File: src/rtl/alu_pkg.sv
// Shared ALU definitions: select encodings, R-type funct codes and the
// issue-unit state enum, used by the external ALU and the issue unit.
package alu_pkg;

   localparam logic [2:0] SEL_AND = 3'b000;
   localparam logic [2:0] SEL_OR  = 3'b001;
   localparam logic [2:0] SEL_ADD = 3'b010;
   localparam logic [2:0] SEL_NOP = 3'b011;
   localparam logic [2:0] SEL_NOR = 3'b100;
   localparam logic [2:0] SEL_XOR = 3'b101;
   localparam logic [2:0] SEL_SUB = 3'b110;
   localparam logic [2:0] SEL_SLT = 3'b111;

   localparam logic [5:0] OPC_RTYPE = 6'h00;

   localparam logic [5:0] FUNCT_ADD = 6'h20;
   localparam logic [5:0] FUNCT_SUB = 6'h22;
   localparam logic [5:0] FUNCT_AND = 6'h24;
   localparam logic [5:0] FUNCT_OR  = 6'h25;
   localparam logic [5:0] FUNCT_XOR = 6'h26;
   localparam logic [5:0] FUNCT_NOR = 6'h27;
   localparam logic [5:0] FUNCT_SLT = 6'h2A;

   typedef enum logic [1:0] {
      ST_IDLE = 2'd0,
      ST_EXEC = 2'd1,
      ST_RESP = 2'd2
   } state_t;

endpackage

File: src/rtl/alu_funct_dec.sv
// Combinational R-type decode: opcode/funct to ALU select plus illegal flag.
// Anything that is not a mapped R-type operation becomes a NOP flagged illegal.
module alu_funct_dec
   import alu_pkg::*;
(
   input  logic [5:0] opcode,
   input  logic [5:0] funct,
   output logic [2:0] sel,
   output logic       illegal
);

   always_comb begin
      sel     = SEL_NOP;
      illegal = 1'b1;
      if (opcode == OPC_RTYPE) begin
         illegal = 1'b0;
         unique case (funct)
            FUNCT_AND: sel = SEL_AND;
            FUNCT_OR:  sel = SEL_OR;
            FUNCT_ADD: sel = SEL_ADD;
            FUNCT_SUB: sel = SEL_SUB;
            FUNCT_SLT: sel = SEL_SLT;
            FUNCT_NOR: sel = SEL_NOR;
            FUNCT_XOR: sel = SEL_XOR;
            default: begin
               sel     = SEL_NOP;
               illegal = 1'b1;
            end
         endcase
      end
   end

endmodule

File: src/rtl/alu_issue_unit.sv
// Single-issue front end for an external combinational ALU: accept one
// bundle, drive registered operands for one cycle, then hold the result.
module alu_issue_unit
   import alu_pkg::*;
(
   input  logic        clk,
   input  logic        rst_n,
   input  logic        instValid,
   output logic        instReady,
   input  logic [31:0] instruction,
   input  logic [31:0] rsData,
   input  logic [31:0] rtData,
   output logic [2:0]  aluSel,
   output logic [31:0] aluOp1,
   output logic [31:0] aluOp2,
   input  logic [31:0] aluResult,
   output logic        resValid,
   input  logic        resReady,
   output logic [31:0] resData,
   output logic        resZero,
   output logic [4:0]  resRd,
   output logic        resWrite,
   output logic        resIllegal,
   output logic [15:0] opCount,
   output logic [15:0] illCount,
   output logic [1:0]  fsmState
);

   // Handshakes: a transfer happens on a rising edge where valid and ready
   // are both 1; the result bundle holds steady while resValid waits on resReady.

   state_t      state;
   state_t      state_nxt;
   logic [2:0]  sel_dec;
   logic        ill_dec;
   logic [4:0]  rd_q;
   logic        ill_q;
   logic [31:0] exec_data;
   logic        unused_fields;

   assign unused_fields = ^{instruction[25:16], instruction[10:6]};

   alu_funct_dec u_dec (
      .opcode  (instruction[31:26]),
      .funct   (instruction[5:0]),
      .sel     (sel_dec),
      .illegal (ill_dec)
   );

   always_ff @(posedge clk) begin
      if (!rst_n) state <= ST_IDLE;
      else        state <= state_nxt;
   end

   always_comb begin
      state_nxt = state;
      unique case (state)
         ST_IDLE: if (instValid) state_nxt = ST_EXEC;
         ST_EXEC: state_nxt = ST_RESP;
         ST_RESP: if (resReady) state_nxt = ST_IDLE;
         default: state_nxt = ST_IDLE;
      endcase
   end

   assign instReady = (state == ST_IDLE);
   assign resValid  = (state == ST_RESP);
   assign fsmState  = state;

   // Illegal instructions never forward whatever the ALU makes of a NOP.
   assign exec_data = ill_q ? 32'd0 : aluResult;

   always_ff @(posedge clk) begin
      if (!rst_n) begin
         aluSel     <= SEL_NOP;
         aluOp1     <= 32'd0;
         aluOp2     <= 32'd0;
         rd_q       <= 5'd0;
         ill_q      <= 1'b0;
         resData    <= 32'd0;
         resZero    <= 1'b0;
         resRd      <= 5'd0;
         resWrite   <= 1'b0;
         resIllegal <= 1'b0;
         opCount    <= 16'd0;
         illCount   <= 16'd0;
      end else begin
         if (state == ST_IDLE && instValid) begin
            aluSel <= sel_dec;
            aluOp1 <= rsData;
            aluOp2 <= rtData;
            rd_q   <= instruction[15:11];
            ill_q  <= ill_dec;
         end
         if (state == ST_EXEC) begin
            resData    <= exec_data;
            resZero    <= (exec_data == 32'd0);
            resRd      <= rd_q;
            resIllegal <= ill_q;
            resWrite   <= !ill_q && (rd_q != 5'd0);
            opCount    <= opCount + 16'd1;
            if (ill_q) illCount <= illCount + 16'd1;
         end
      end
   end

endmodule
File: config.mk
export PLATFORM = sky130hd
export DESIGN_NAME = alu_issue_unit
export DESIGN_NICKNAME = d
export VERILOG_FILES = /design/src/rtl/alu_pkg.sv /design/src/rtl/alu_funct_dec.sv /design/src/rtl/alu_issue_unit.sv
export SDC_FILE = /design/constraint.sdc
export NUM_CORES = 1
export LEC_CHECK = 0
export CAP_MARGIN = 25
export CORE_ASPECT_RATIO = 1.2
export CORE_MARGIN = 1
export CORE_UTILIZATION = 42
export CTS_BUF_LIST = sky130_fd_sc_hd__clkbuf_2 sky130_fd_sc_hd__clkbuf_4 sky130_fd_sc_hd__clkbuf_8
export DETAILED_ROUTE_END_ITERATION = 10
export PLACE_DENSITY = 0.83
export SYNTH_ARGS = -nofsm -noshare
export SYNTH_HDL_FRONTEND = slang
export SYNTH_SLANG_ARGS = --single-unit
File: constraint.sdc
create_clock -name clk -period 2.3 [get_ports clk]
set_input_delay 0.575 -clock clk [delete_from_list [all_inputs] [get_ports clk]]
set_output_delay 0.575 -clock clk [all_outputs]
set_load 0.05 [all_outputs]
* Word-level counts from Yosys, hierarchy flattened *
Cells that the tools add are included.

storage, ports and cells
  register bits after elaboration = 147
  input port bits = 132
  output and inout port bits = 143
  logic and storage cells = 44

cells by class
  add/sub/neg operators = 2
  equality and inequality tests = 11
  mux-type cells = 8
  reduce and logical (&&, ||, !) cells = 10

operators with widths
  operator                 count
  $eq A6 B6 Y1 const B     7
  $add A16 B1 Y16 const B  2
  $logic_not A32 Y1        1
  $mux W32                 1
  $pmux W3 S7              1
  $reduce_or A7 Y1         1
  $logic_not A6 Y1         1
  $pmux W2 S3              1
  $reduce_bool A5 Y1       1
  $mux W2                  2
  $reduce_and A2 Y1        2
  $mux W3                  1
  $eq A2 B1 Y1 const B     1
  $eq A2 B2 Y1 const B     1
  $logic_and A1 B1 Y1      2
  $logic_not A2 Y1         1
  $mux W1                  2
  $ne A2 B1 Y1 const B     1
  $ne A2 B2 Y1 const B     1
  $logic_not A1 Y1         1

* Depth between registers and ports, before layout *
  depth in word-level cells = 4
  depth in mapped cells = 6
  mapped depth without buffers = 5

* Hierarchy *
A second synthesis with hierarchy kept.

second synthesis, totals
  cells, all modules = 695
  area total of the unflattened synthesis = 5,711.7 µm²

by module, submodules not included
  module          instances  cells an instance  area an instance (µm²)
  alu_issue_unit  1          683                5,596.6
  alu_funct_dec   1          12                 115.1

* Worst setup path before layout *
No wires, ideal clock.

  path kind = register to register
  from = reg state[0] (netlist: fsmState[0])
  to = reg ill_q
  library setup time = 0.070 ns
  arrival time = 2.285 ns
  slack = -0.054 ns
  stages on the path, launching flop included = 7
  path buffers = 2
  clock period less this slack = 2.354 ns
  cell sequence = dfxtp_1 -> nor2_1 -> and2_1 -> clkbuf_1 -> clkbuf_1 -> o21ai_0 -> a21oi_1

on the way
  word-level cells in the longest chain between the ends = 2

ends and longest elaborated chain
  item                    line                  RTL
  start, declared         alu_issue_unit.sv:32  state_t state;
  start signal, assigned  alu_issue_unit.sv:52  else state <= state_nxt;
  $logic_not A2 Y1        -
  named net instReady     alu_issue_unit.sv:9   output logic instReady,
  $logic_and A1 B1 Y1     alu_issue_unit.sv:87  if (state == ST_IDLE && instValid) begin
  end signal, assigned    alu_issue_unit.sv:92  ill_q <= ill_dec;
  end, declared           alu_issue_unit.sv:37  logic ill_q;

The timed path passes the listed nets, and every way through them passes these cells.
A chain may end at the register's enable or synchronous reset.

* Worst setup path after layout *
  from = reg illCount[9]
  to = out illCount[9]

RTL lines
  item                    line                   RTL
  start, declared         alu_issue_unit.sv:25   output logic [15:0] illCount,
  start signal, assigned  alu_issue_unit.sv:101  if (ill_q) illCount <= illCount + 16'd1;

No word-level cell between the ends.

==> flow_metrics.env <==
export IMPL_root_buffer="clkbuf_8"
export IMPL_die_h_um=128.7
export IMPL_crit_cells=1
export IMPL_grt_overflow_total=0
export IMPL_h_tree_depth=4
export IMPL_clock_latency_ps=440
export IMPL_cts_hold_buf=0
export IMPL_wirelength_um=16070
export IMPL_yosysSeqAreaShare=0.5236
export IMPL_syn_area_um2=5620
export IMPL_clk_pin_slew_ps=80
export IMPL_p_per_area_nw_per_um2=691.9
export IMPL_port_buffer_count=259
export IMPL_rsz0062_at_grt="false"
export IMPL_use_met1=0.2611
export IMPL_p_leak_nw=3.445
export IMPL_crit_slowest_cell="clkdlybuf4s50_1"
export IMPL_grt_max_degree=45
export IMPL_dp_hpwl_um=11410
export IMPL_critPathRequiredTime_ps=1730
export IMPL_ant_nets=0
export IMPL_vdd_ir_drop_max_uv=446.1
export IMPL_crit_type="flop to output port"
export IMPL_antenna_found_initial=0
export IMPL_firstDrtPassIters=5
export IMPL_finalSetupViolCount=0
export IMPL_r2r_slack_ps=340
export IMPL_power_switching_mw=1.727
export IMPL_cp_start_kind="flop"
export IMPL_async_reset_ff_frac=0
export IMPL_reg2reg_from="fsmState[0]"
export IMPL_swShare=0.2790
export IMPL_drc=0
export IMPL_synth_cell_types=34
export IMPL_gp_congestion=0.8097
export IMPL_fin_area_um2=8944
export IMPL_crit_path_max_incr_delay_ps=840
export IMPL_fp_coreArea_um2=12840
export IMPL_syn_nets=823
export IMPL_dpl_cell_area_um2=8473
export IMPL_hold_violations=0
export IMPL_synth_edf_count=0
export IMPL_grt_use_total=0.2290
export IMPL_preCtsSetupSlack_ps=306.0
export IMPL_yosysTopAreaCell="dfxtp_1"
export IMPL_area_growth_pct=59.13
export IMPL_rr_worst_depth=4
export IMPL_synth_common_cells="nand2_1 (199), dfxtp_1 (147), a21oi_1 (120), clkbuf_1 (41), nand3b_1 (32)"
export IMPL_route_vias_total=5565
export IMPL_yosysMostFrequentCell="nand2_1"
export IMPL_synth_seq_cells=147
export IMPL_fin_crit_sh=0.9818
export IMPL_rows=45
export IMPL_initial_utilization=0.4378
export IMPL_n_fill_cell=1071
export IMPL_die_x_um=107.6
export IMPL_power_frac_seq=0.439
export IMPL_netlist_instances=689
export IMPL_slew_viol_final=0
export IMPL_min_path_type="flop to flop"
export IMPL_critPathLaunch="illCount[9]"
export IMPL_cts_made_buffers=17
export IMPL_nNetsFinal=1072
export IMPL_cts_tree="built"
export IMPL_synth_ff_type="dfxtp_1"
export IMPL_worstMarginPinSlew_ps=554.3
export IMPL_first_global_vias=5278
export IMPL_synth_top_area_share=0.5236
export IMPL_critPathTopFamily="buffers and inverters"
export IMPL_avgViaCountPerCell=4.991
export IMPL_maxCapViolations=0
export IMPL_cp_max_fo=4
export IMPL_num_antenna_cells=0
export IMPL_setup_tns_final_ps=0
export IMPL_fin_skew_ps=7.700
export IMPL_drt_iter0_drc=285
export IMPL_drive_above_1_share=0.06625
export IMPL_post_drt_wl_per_cell_um=14.41
export IMPL_r2r_end="opCount[15]"
export IMPL_clock_sinks=147
export IMPL_cell_internal_pwr_mw=4.461
export IMPL_avgSynthCellArea_um2=8.157
export IMPL_die_area_um2=13850
export IMPL_multi_input_area_um2=2492
export IMPL_grt_most_used_layer="met2"
export IMPL_fmax_mhz=442.8
export IMPL_ys_top_cells_by_area="dfxtp_1 (52%), nand2_1 (13%), a21oi_1 (11%)"
export IMPL_period_minus_slack_ps=2258
export IMPL_min_from="resData[11]"
export IMPL_use_met3=0.08511
export IMPL_critical_path_endpoint="illCount[9]"
export IMPL_io_pins=275
export IMPL_end_kind="output port"
export IMPL_clk_path_buf_depth=2
export IMPL_cp_num_buf_inv=1
export IMPL_comb_power_share=0.193
export IMPL_regArea_um2=2943
export IMPL_layout_setup_ws_ps=41.81
export IMPL_grt_pass1_wl_um=24800
export IMPL_run_status="finished, final reports clean"
export IMPL_crit_chain="clkdlybuf4s50_1"
export IMPL_cp_arrival_ps=1680
export IMPL_grt_use_met2=0.3786
export IMPL_pwr_share_clk=0.367
export IMPL_yosysWarnings=0
export IMPL_slew_headroom=0.6293
## flip-flops by register name, summed over array words and instances, names as in the netlist
name        cells
resZero         1
resIllegal      1
aluOp1         32
aluOp2         32
resWrite        1
illCount       16
aluSel          3
resRd           5
ill_q           1
rd_q            5
fsmState        2
resData        32
opCount        16
## cells by family after synthesis
| group | after synthesis | share of synthesized area |
|---|---|---|
| XOR/XNOR | 23 | 0.03584 |
| AND/OR/NAND/NOR | 327 | 0.2760 |
| flip-flops | 147 | 0.5236 |
| buffers and inverters | 53 | 0.03540 |
| adder cells (fa/ha/maj) | 2 | 0.004452 |
| AO/OA/AOI/OAI | 137 | 0.1247 |
## worst register-to-register path: stages, from the launching register on
cell and delay (ps):
dfxtp_1 590, nand3b_2 210, or4_4 600, or3_1 360
a21oi_1 140
## stage by stage
stage          std cells  hold WS (ps)  utilization  power (mW)
2_1_floorplan        689         444.8            -       3.435
3_3_place_gp        1083         437.2       0.6600       3.965
3_5_place_dp        1083         442.8       0.6600       3.979
4_1_cts             1115         452.9       0.6943       6.242
5_1_grt             1115         461.4       0.6967       6.432
6_report            1115         449.6       0.6967       6.188
## layout make-up
type / count / share of cell area
sequential: 147 / 0.3290
timing repair buffer: 275 / 0.3149
multi-input combinational: 489 / 0.2787
clock buffer: 23 / 0.03400
tap: 164 / 0.02294
clock inverter: 9 / 0.01679
inverter: 8 / 0.003637
## metal layers
metal  vias to the layer above  part of all wire
li1                       2808                 -
met1                      2545              0.41
met2                       183              0.48
met3                        29             0.080
met4                         0             0.024
met5                         -                 0
## worst min-delay path by stage
| stage | to | slack [ps] | cells after the start |
|---|---|---|---|
| floorplan | resRd[1] | 440 | 2 |
| global placement | resData[28] | 440 | 2 |
| detailed placement | resData[9] | 440 | 2 |
| CTS | resData[10] | 450 | 2 |
| global route | resData[11] | 460 | 2 |
| finish | resData[11] | 450 | 2 |
## power by group through the flow
stage,sequential (mW),combinational (mW),clock [mW]
global placement,2.77,1.19,0
CTS,2.72,1.20,2.32
floorplan,3.14,0.293,0
finish,2.72,1.19,2.27
detailed placement,2.78,1.20,0
global route,2.73,1.27,2.43
## repair_timing
action                     CTS  global route
pin swaps                    0             0
cloned                       0             0
setup endpoints to repair   11            12
gates resized for setup     11            12
buffers inserted             0             0
hold endpoints to repair     0             0
## cells in the final DEF, fill, tap and decap left out, types with 11 or more instances in the layout
cell / netlist / routed
a21oi_1: 120 / 120
buf_4: 0 / 13
clkbuf_8: 0 / 21
clkdlybuf4s50_1: 0 / 231
dfxtp_1: 147 / 147
dlygate4sd2_1: 0 / 11
dlymetal6s2s_1: 0 / 12
nand2_1: 199 / 198
nand3b_1: 32 / 32
nor2_1: 30 / 29
nor4_1: 14 / 14
o21ai_0: 13 / 13
xnor2_1: 15 / 15
No activity file was read; power rests on OpenSTA's default activity.
